[config.mk]
export PLATFORM = sky130hd
export DESIGN_NAME = match_move_ctrl
export DESIGN_NICKNAME = d
export VERILOG_FILES = /design/src/rtl/game_pkg.sv /design/src/rtl/step_timer.sv /design/src/rtl/match_move_ctrl.sv
export SDC_FILE = /design/constraint.sdc
export NUM_CORES = 1
export LEC_CHECK = 0
export ABC_AREA = 0
export CELL_PAD_IN_SITES_DETAIL_PLACEMENT = 1
export CELL_PAD_IN_SITES_GLOBAL_PLACEMENT = 1
export CORE_MARGIN = 1
export CORE_UTILIZATION = 34
export CTS_CLUSTER_DIAMETER = 120
export DETAILED_ROUTE_END_ITERATION = 12
export PLACE_DENSITY = 0.84
export REMOVE_ABC_BUFFERS = 1
export SETUP_SLACK_MARGIN = 0.05
export SYNTH_ARGS = -nofsm -noshare
export SYNTH_HDL_FRONTEND = slang
export SYNTH_HIERARCHICAL = 1
export SYNTH_SLANG_ARGS = --single-unit
[constraint.sdc]
create_clock -name CLK100MHZ -period 3.2 [get_ports CLK100MHZ]
set_input_delay 0.32 -clock CLK100MHZ [delete_from_list [all_inputs] [get_ports CLK100MHZ]]
set_output_delay 0.32 -clock CLK100MHZ [all_outputs]
set_load 0.02 [all_outputs]
[src/rtl/game_pkg.sv]
// game_pkg: types and constants shared by the candle/match game blocks.
//   state_t        - move sequencer states
//   pos_width()    - bit width of a match position for a given LED count
//   DEF_N_POS      - default number of match positions / LEDs
//   DEF_CANDLE_POS - default candle position
package game_pkg;

  typedef enum logic [1:0] {
    IDLE,
    STEP,
    CHECK,
    DONE
  } state_t;

  localparam int unsigned DEF_N_POS      = 8;
  localparam int unsigned DEF_CANDLE_POS = 7;

  function automatic int unsigned pos_width(input int unsigned n_pos);
    return (n_pos > 1) ? $clog2(n_pos) : 1;
  endfunction

endpackage

[src/rtl/step_timer.sv]
// step_timer: animation step divider. Counts 0..STEP_DIV-1 while enabled and
// pulses tick on the cycle it wraps.
//   clk  - clock
//   rstn - synchronous active-low reset
//   clr  - synchronous clear (restarts the step period)
//   en   - count enable
//   tick - high for the final cycle of each STEP_DIV-cycle period
module step_timer #(
  parameter int unsigned STEP_DIV = 4
) (
  input  logic clk,
  input  logic rstn,
  input  logic clr,
  input  logic en,
  output logic tick
);

  localparam int unsigned  CW   = (STEP_DIV > 1) ? $clog2(STEP_DIV) : 1;
  localparam logic [CW-1:0] LAST = CW'(STEP_DIV - 1);

  logic [CW-1:0] cnt;

  assign tick = en && (cnt == LAST);

  always_ff @(posedge clk) begin
    if (!rstn || clr) begin
      cnt <= '0;
    end else if (tick) begin
      cnt <= '0;
    end else if (en) begin
      cnt <= cnt + 1'b1;
    end
  end

endmodule

[src/rtl/match_move_ctrl.sv]
// match_move_ctrl: move sequencer for the candle/match game. Accepts a signed
// move, clamps the target to the LED range, walks the match one position per
// STEP_DIV cycles, then counts the move and checks for extinguish/game-over.
//   CLK100MHZ  - clock
//   CPU_RESETN - synchronous active-low reset
//   move_valid - move request
//   move_step  - signed step, -8..+7
//   move_ready - controller can accept a move
//   match_pos  - current match position
//   LED        - one-hot of match_pos
//   busy       - move in progress
//   clamped    - one-cycle pulse when an accepted target was clamped
//   moves_used - accepted-move count (saturates at 15)
//   extinguish - candle out (held until reset)
//   game_over  - moves exhausted (held until reset)
module match_move_ctrl import game_pkg::*; #(
  parameter int unsigned N_POS      = DEF_N_POS,
  parameter int unsigned CANDLE_POS = DEF_CANDLE_POS,
  parameter int unsigned STEP_DIV   = 4,
  parameter int unsigned MAX_MOVES  = 15
) (
  input  logic                         CLK100MHZ,
  input  logic                         CPU_RESETN,
  input  logic                         move_valid,
  input  logic [3:0]                   move_step,
  output logic                         move_ready,
  output logic [pos_width(N_POS)-1:0]  match_pos,
  output logic [N_POS-1:0]             LED,
  output logic                         busy,
  output logic                         clamped,
  output logic [3:0]                   moves_used,
  output logic                         extinguish,
  output logic                         game_over
);

  localparam int unsigned PW = pos_width(N_POS);
  localparam int unsigned RW = PW + 2;
  localparam logic signed [RW-1:0] RAW_MAX = RW'(N_POS - 1);

  state_t          state, state_nx;
  logic [PW-1:0]   target, tgt_c, pos_step;
  logic signed [RW-1:0] raw;
  logic            raw_low, raw_high, accept, tick;
  logic [3:0]      moves_inc;

  // Signed sum: position is zero-extended, step is sign-extended.
  always_comb begin
    raw      = $signed({2'b00, match_pos}) + RW'($signed(move_step));
    raw_low  = raw[RW-1];
    raw_high = !raw_low && (raw > RAW_MAX);
    if (raw_low)       tgt_c = '0;
    else if (raw_high) tgt_c = PW'(N_POS - 1);
    else               tgt_c = raw[PW-1:0];
  end

  assign accept    = (state == IDLE) && move_valid;
  assign pos_step  = (target > match_pos) ? match_pos + 1'b1 : match_pos - 1'b1;
  assign moves_inc = (moves_used == 4'd15) ? moves_used : moves_used + 1'b1;
  assign LED       = N_POS'(1) << match_pos;

  step_timer #(.STEP_DIV(STEP_DIV)) u_timer (
    .clk  (CLK100MHZ),
    .rstn (CPU_RESETN),
    .clr  (accept),
    .en   (state == STEP),
    .tick (tick)
  );

  always_ff @(posedge CLK100MHZ) begin
    if (!CPU_RESETN) state <= IDLE;
    else             state <= state_nx;
  end

  always_comb begin
    state_nx   = state;
    move_ready = 1'b0;
    busy       = 1'b0;
    case (state)
      IDLE: begin
        move_ready = 1'b1;
        if (move_valid) state_nx = (tgt_c == match_pos) ? CHECK : STEP;
      end
      STEP: begin
        busy = 1'b1;
        if (tick && (pos_step == target)) state_nx = CHECK;
      end
      CHECK: begin
        busy = 1'b1;
        if (match_pos == PW'(CANDLE_POS))       state_nx = DONE;
        else if (moves_inc == 4'(MAX_MOVES))    state_nx = DONE;
        else                                    state_nx = IDLE;
      end
      DONE:    state_nx = DONE;
      default: state_nx = IDLE;
    endcase
  end

  always_ff @(posedge CLK100MHZ) begin
    if (!CPU_RESETN) begin
      match_pos  <= '0;
      target     <= '0;
      clamped    <= 1'b0;
      moves_used <= '0;
      extinguish <= 1'b0;
      game_over  <= 1'b0;
    end else begin
      clamped <= 1'b0;
      case (state)
        IDLE: if (move_valid) begin
          target  <= tgt_c;
          clamped <= raw_low || raw_high;
        end
        STEP: if (tick) match_pos <= pos_step;
        CHECK: begin
          moves_used <= moves_inc;
          if (match_pos == PW'(CANDLE_POS))    extinguish <= 1'b1;
          else if (moves_inc == 4'(MAX_MOVES)) game_over  <= 1'b1;
        end
        default: ;
      endcase
    end
  end

endmodule

==> flow_summary_export.csv <==
group,metric,value,unit
pwr,power_density,448,nW/um^2
synthesis,synth-xor-area-share,4.56,%
pwr,comb_power_share,48.3,%
floorplan,io_pins,27,
min_path,min_path_cells,2,
cts,cts_max_path_buffers,2,
synthesis,yosysWarnings,6,
worst_setup_path,critical_path_class,"register to register",
worst_setup_path,max_stage_delay,480,ps
floorplan,die_area,4210,um^2
placed_design,post-dp-hpwl,3150,um
cts,cts_made_buffers,3,
pwr,seqPwrFrac,31.9,%
floorplan,rows,22,
synthesis,synth_cells,166,
worst_setup_path,path_cells,"inv_2 > ha_4 > and3_1 > a21oi_2 > fa_1 > xnor2_2 > or4_1 > a2111o_1 > o221ai_4 > buf_4 > nand3_1 > o32ai_1",
placed_design,dp_cells,241,
synthesis,synth_compound_area_share,23.2,%
drt,routed_wirelength,4330,um
cts,cts_tree,"built",
timing,worst_slew_pin_slew,557,ps
worst_setup_path,critPathLaunchType,"register",
drt,vias,1438,
drt,firstDrtPassIters,4,
timing,slew_violations,0,
timing,skew,1.64,ps
synthesis,synthSimpleGateAreaFrac,28.0,%
timing,fin_ws,82.1,ps
grt,overflow,0,
placed_design,gp_congestion,0.801,
cts,clock_latency,250,ps
cells_and_area,antenna_cells,0,
floorplan,start_util,36.2,%
placed_design,place_area,1690,um^2
pwr,ir_drop,0.163,mV
placed_design,dp_slack,-121,ps
timing,grt_setup_unrepaired,"yes",
grt,grt_max_degree,16,
pwr,internal-power,515,uW
cts,htree_levels,1,
synthesis,synthMostInstantiatedCell,"dfxtp_1",
drt,detail_route.wl_per_cell,17.3,um
min_path,worstHoldPathType,"register to register",
drt,drc,0,
synthesis,synth_top_flop_cell,"dfxtp_1",
pwr,pwr-share-clk,19.8,%
synthesis,synthAdderAreaFrac,14.1,%
timing,slew_headroom,62.6,%
synthesis,synthesis.area,1350,um^2
timing,setup_viol,0,
worst_setup_path,cp_max_fo,5,
timing,hold_viol,0,
cells_and_area,drive_above_1_share,18.3,%
synthesis,yosysTopAreaCell,"dfxtp_1",
worst_setup_path,critPathArrivalTime,3270,ps
synthesis,ys_ff_latch,17,
cts,cts.sinks,17,
pwr,p_leak,0.705,nW
flow_run,cap_violations,0,
cells_and_area,final_nets,224,
timing,clock.fmax,321,MHz
timing,timing.hold.ws,466,ps
worst_setup_path,reg2reg_from,"match_pos[2]$_SDFFE_PN0P_",
synthesis,synth_top_family_by_area,"simple AND/OR/NAND/NOR gates",
cts,root_buffer,"clkbuf_8",
cells_and_area,design_area,1860,um^2
synthesis,synthMuxAreaShare,0,%
worst_setup_path,r2r_cells,12,
status,status,"complete, no violations",
placed_design,port_buffers,26,
timing,tns,0,ps
synthesis,synth_edf_count,0,
timing,layout_worst_path_cycle_share,97.4,%
floorplan,dieHeight,64.9,um
pwr,p_sw_share,38.3,%
grt,track_usage,21.1,%
synthesis,ys_seq_area_share,25.3,%
floorplan,core_area,3720,um^2
cts,clk_pin_slew,70,ps
cells_and_area,instances_no_fill,250,
drt,ant_nets,0,
worst_setup_path,reg2reg_to,"state[0]$_SDFFE_PN0P_",
synthesis,synthTopCellsByCount,"dfxtp_1, nor3_1, nand2_1",
pwr,power_switching,320,uW
synthesis,synth.distinct_cells,47,
grt,grt_pass1_vias,1499,
cells_and_area,areaGrowthSynthToFinish,38.5,%
min_path,whs_endpoint,"target[0]$_SDFFE_PN0P_",
synthesis,synth_area_leaders,"dfxtp_1, ha_1, nor3_1",
worst_setup_path,endpoint_kind,"register",
worst_setup_path,rrSetupSlack,80,ps
synthesis,syn_avg_cell_area,8.10,um^2
drt,via_per_inst,5.75,
synthesis,synth_top_area_share,25.3,%
min_path,hp-start,"target[0]$_SDFFE_PN0P_",
pwr,power.total,835,uW
grt,antenna_found_initial,0,
cts,cts-hold-fix-buffers,0,
worst_setup_path,required,3350,ps
worst_setup_path,critPathSlowestCell,"fa_1",
cells_and_area,utilization,50.1,%
grt,grt_pass1_wl,6980,um
synthesis,ys_async_sr_fraction,0,%
timing,layout_min_cycle_time,3120,ps
floorplan,die_w,64.9,um
drt,drt-initial-drc-count,57,
==> flip-flops by register name, indices dropped and copies added, names as in the netlist <==
register	flops
game_over	1
u_timer/cnt	2
state	2
extinguish	1
match_pos	3
moves_used	4
clamped	1
target	3
==> kinds of logic (layout without fill, tap and decap cells) <==
| kind of cell | after synthesis | in the layout |
|---|---|---|
| compound gates | 42 | 42 |
| flops | 17 | 17 |
| buf+inv | 17 | 53 |
| fa+ha+maj | 14 | 14 |
| simple gates | 69 | 69 |
| xor+xnor | 7 | 7 |
==> cells in the final DEF (no fill, tap or decap), types with 4 or more instances in the layout <==
| master | instances |
|---|---|
| a211oi_1 | 4 |
| a21oi_1 | 10 |
| a21oi_2 | 4 |
| buf_4 | 11 |
| clkdlybuf4s50_1 | 26 |
| dfxtp_1 | 13 |
| dfxtp_2 | 4 |
| ha_1 | 9 |
| inv_1 | 8 |
| inv_2 | 4 |
| nand2_1 | 13 |
| nand2b_1 | 5 |
| nand3_1 | 6 |
| nor2_1 | 9 |
| nor3_1 | 16 |
==> worst max-delay path, delay by kind of cell (launching register included) <==
| kind | cells | cell delay [ps] |
|---|---|---|
| and+or+nand+nor | 3 | 770 |
| AOI/OAI and AO/OA | 4 | 760 |
| adders and majority gates | 2 | 710 |
| DFF | 1 | 330 |
| buffers and inverters | 2 | 270 |
| xor gates and xnor gates | 1 | 170 |
==> what timing repair did <==
item,in CTS,in global routing
resized for setup,6,11
pin swaps,3,6
setup buffers,0,5
endpoints found under the setup margin,1,1
==> routing by layer <==
metal  up-vias  track usage, %  part of all wire [%]
met4         0            8.61                  0.85
met5         -               0                     0
met3         7            3.17                   2.5
met2        26            38.4                    54
met1       710            24.1                    43
li1        695               -                     -
==> area by class of cell <==
class | count | area, um^2
fillers | 453 | 1850
multi-input cells | 132 | 1020
flip-flops and latches | 17 | 345
repair buffers | 37 | 343
well taps | 48 | 60.1
inverters | 12 | 45.0
clock buffers | 3 | 41.3
clock inverters | 1 | 5.00
==> power by group through the flow <==
stage / logic [mW] / clock network [mW] / registers (mW)
after floorplan: 0.210 / 0 / 0.271
after global placement: 0.301 / 0 / 0.264
after detailed placement: 0.322 / 0 / 0.266
after CTS: 0.338 / 0.168 / 0.264
after global routing: 0.428 / 0.177 / 0.269
final: 0.403 / 0.165 / 0.266
==> worst max-delay path by stage <==
stage / startpoint / to / cells after the start
3_3_place_gp: match_pos[1]$_SDFFE_PN0P_ / state[1]$_SDFFE_PN0P_ / 12
2_1_floorplan: match_pos[1]$_SDFFE_PN0P_ / state[1]$_SDFFE_PN0P_ / 12
4_1_cts: match_pos[2]$_SDFFE_PN0P_ / state[1]$_SDFFE_PN0P_ / 11
3_5_place_dp: match_pos[1]$_SDFFE_PN0P_ / state[1]$_SDFFE_PN0P_ / 12
6_report: match_pos[2]$_SDFFE_PN0P_ / state[0]$_SDFFE_PN0P_ / 12
5_1_grt: match_pos[2]$_SDFFE_PN0P_ / state[0]$_SDFFE_PN0P_ / 12
(Power assumes the default switching activity.)
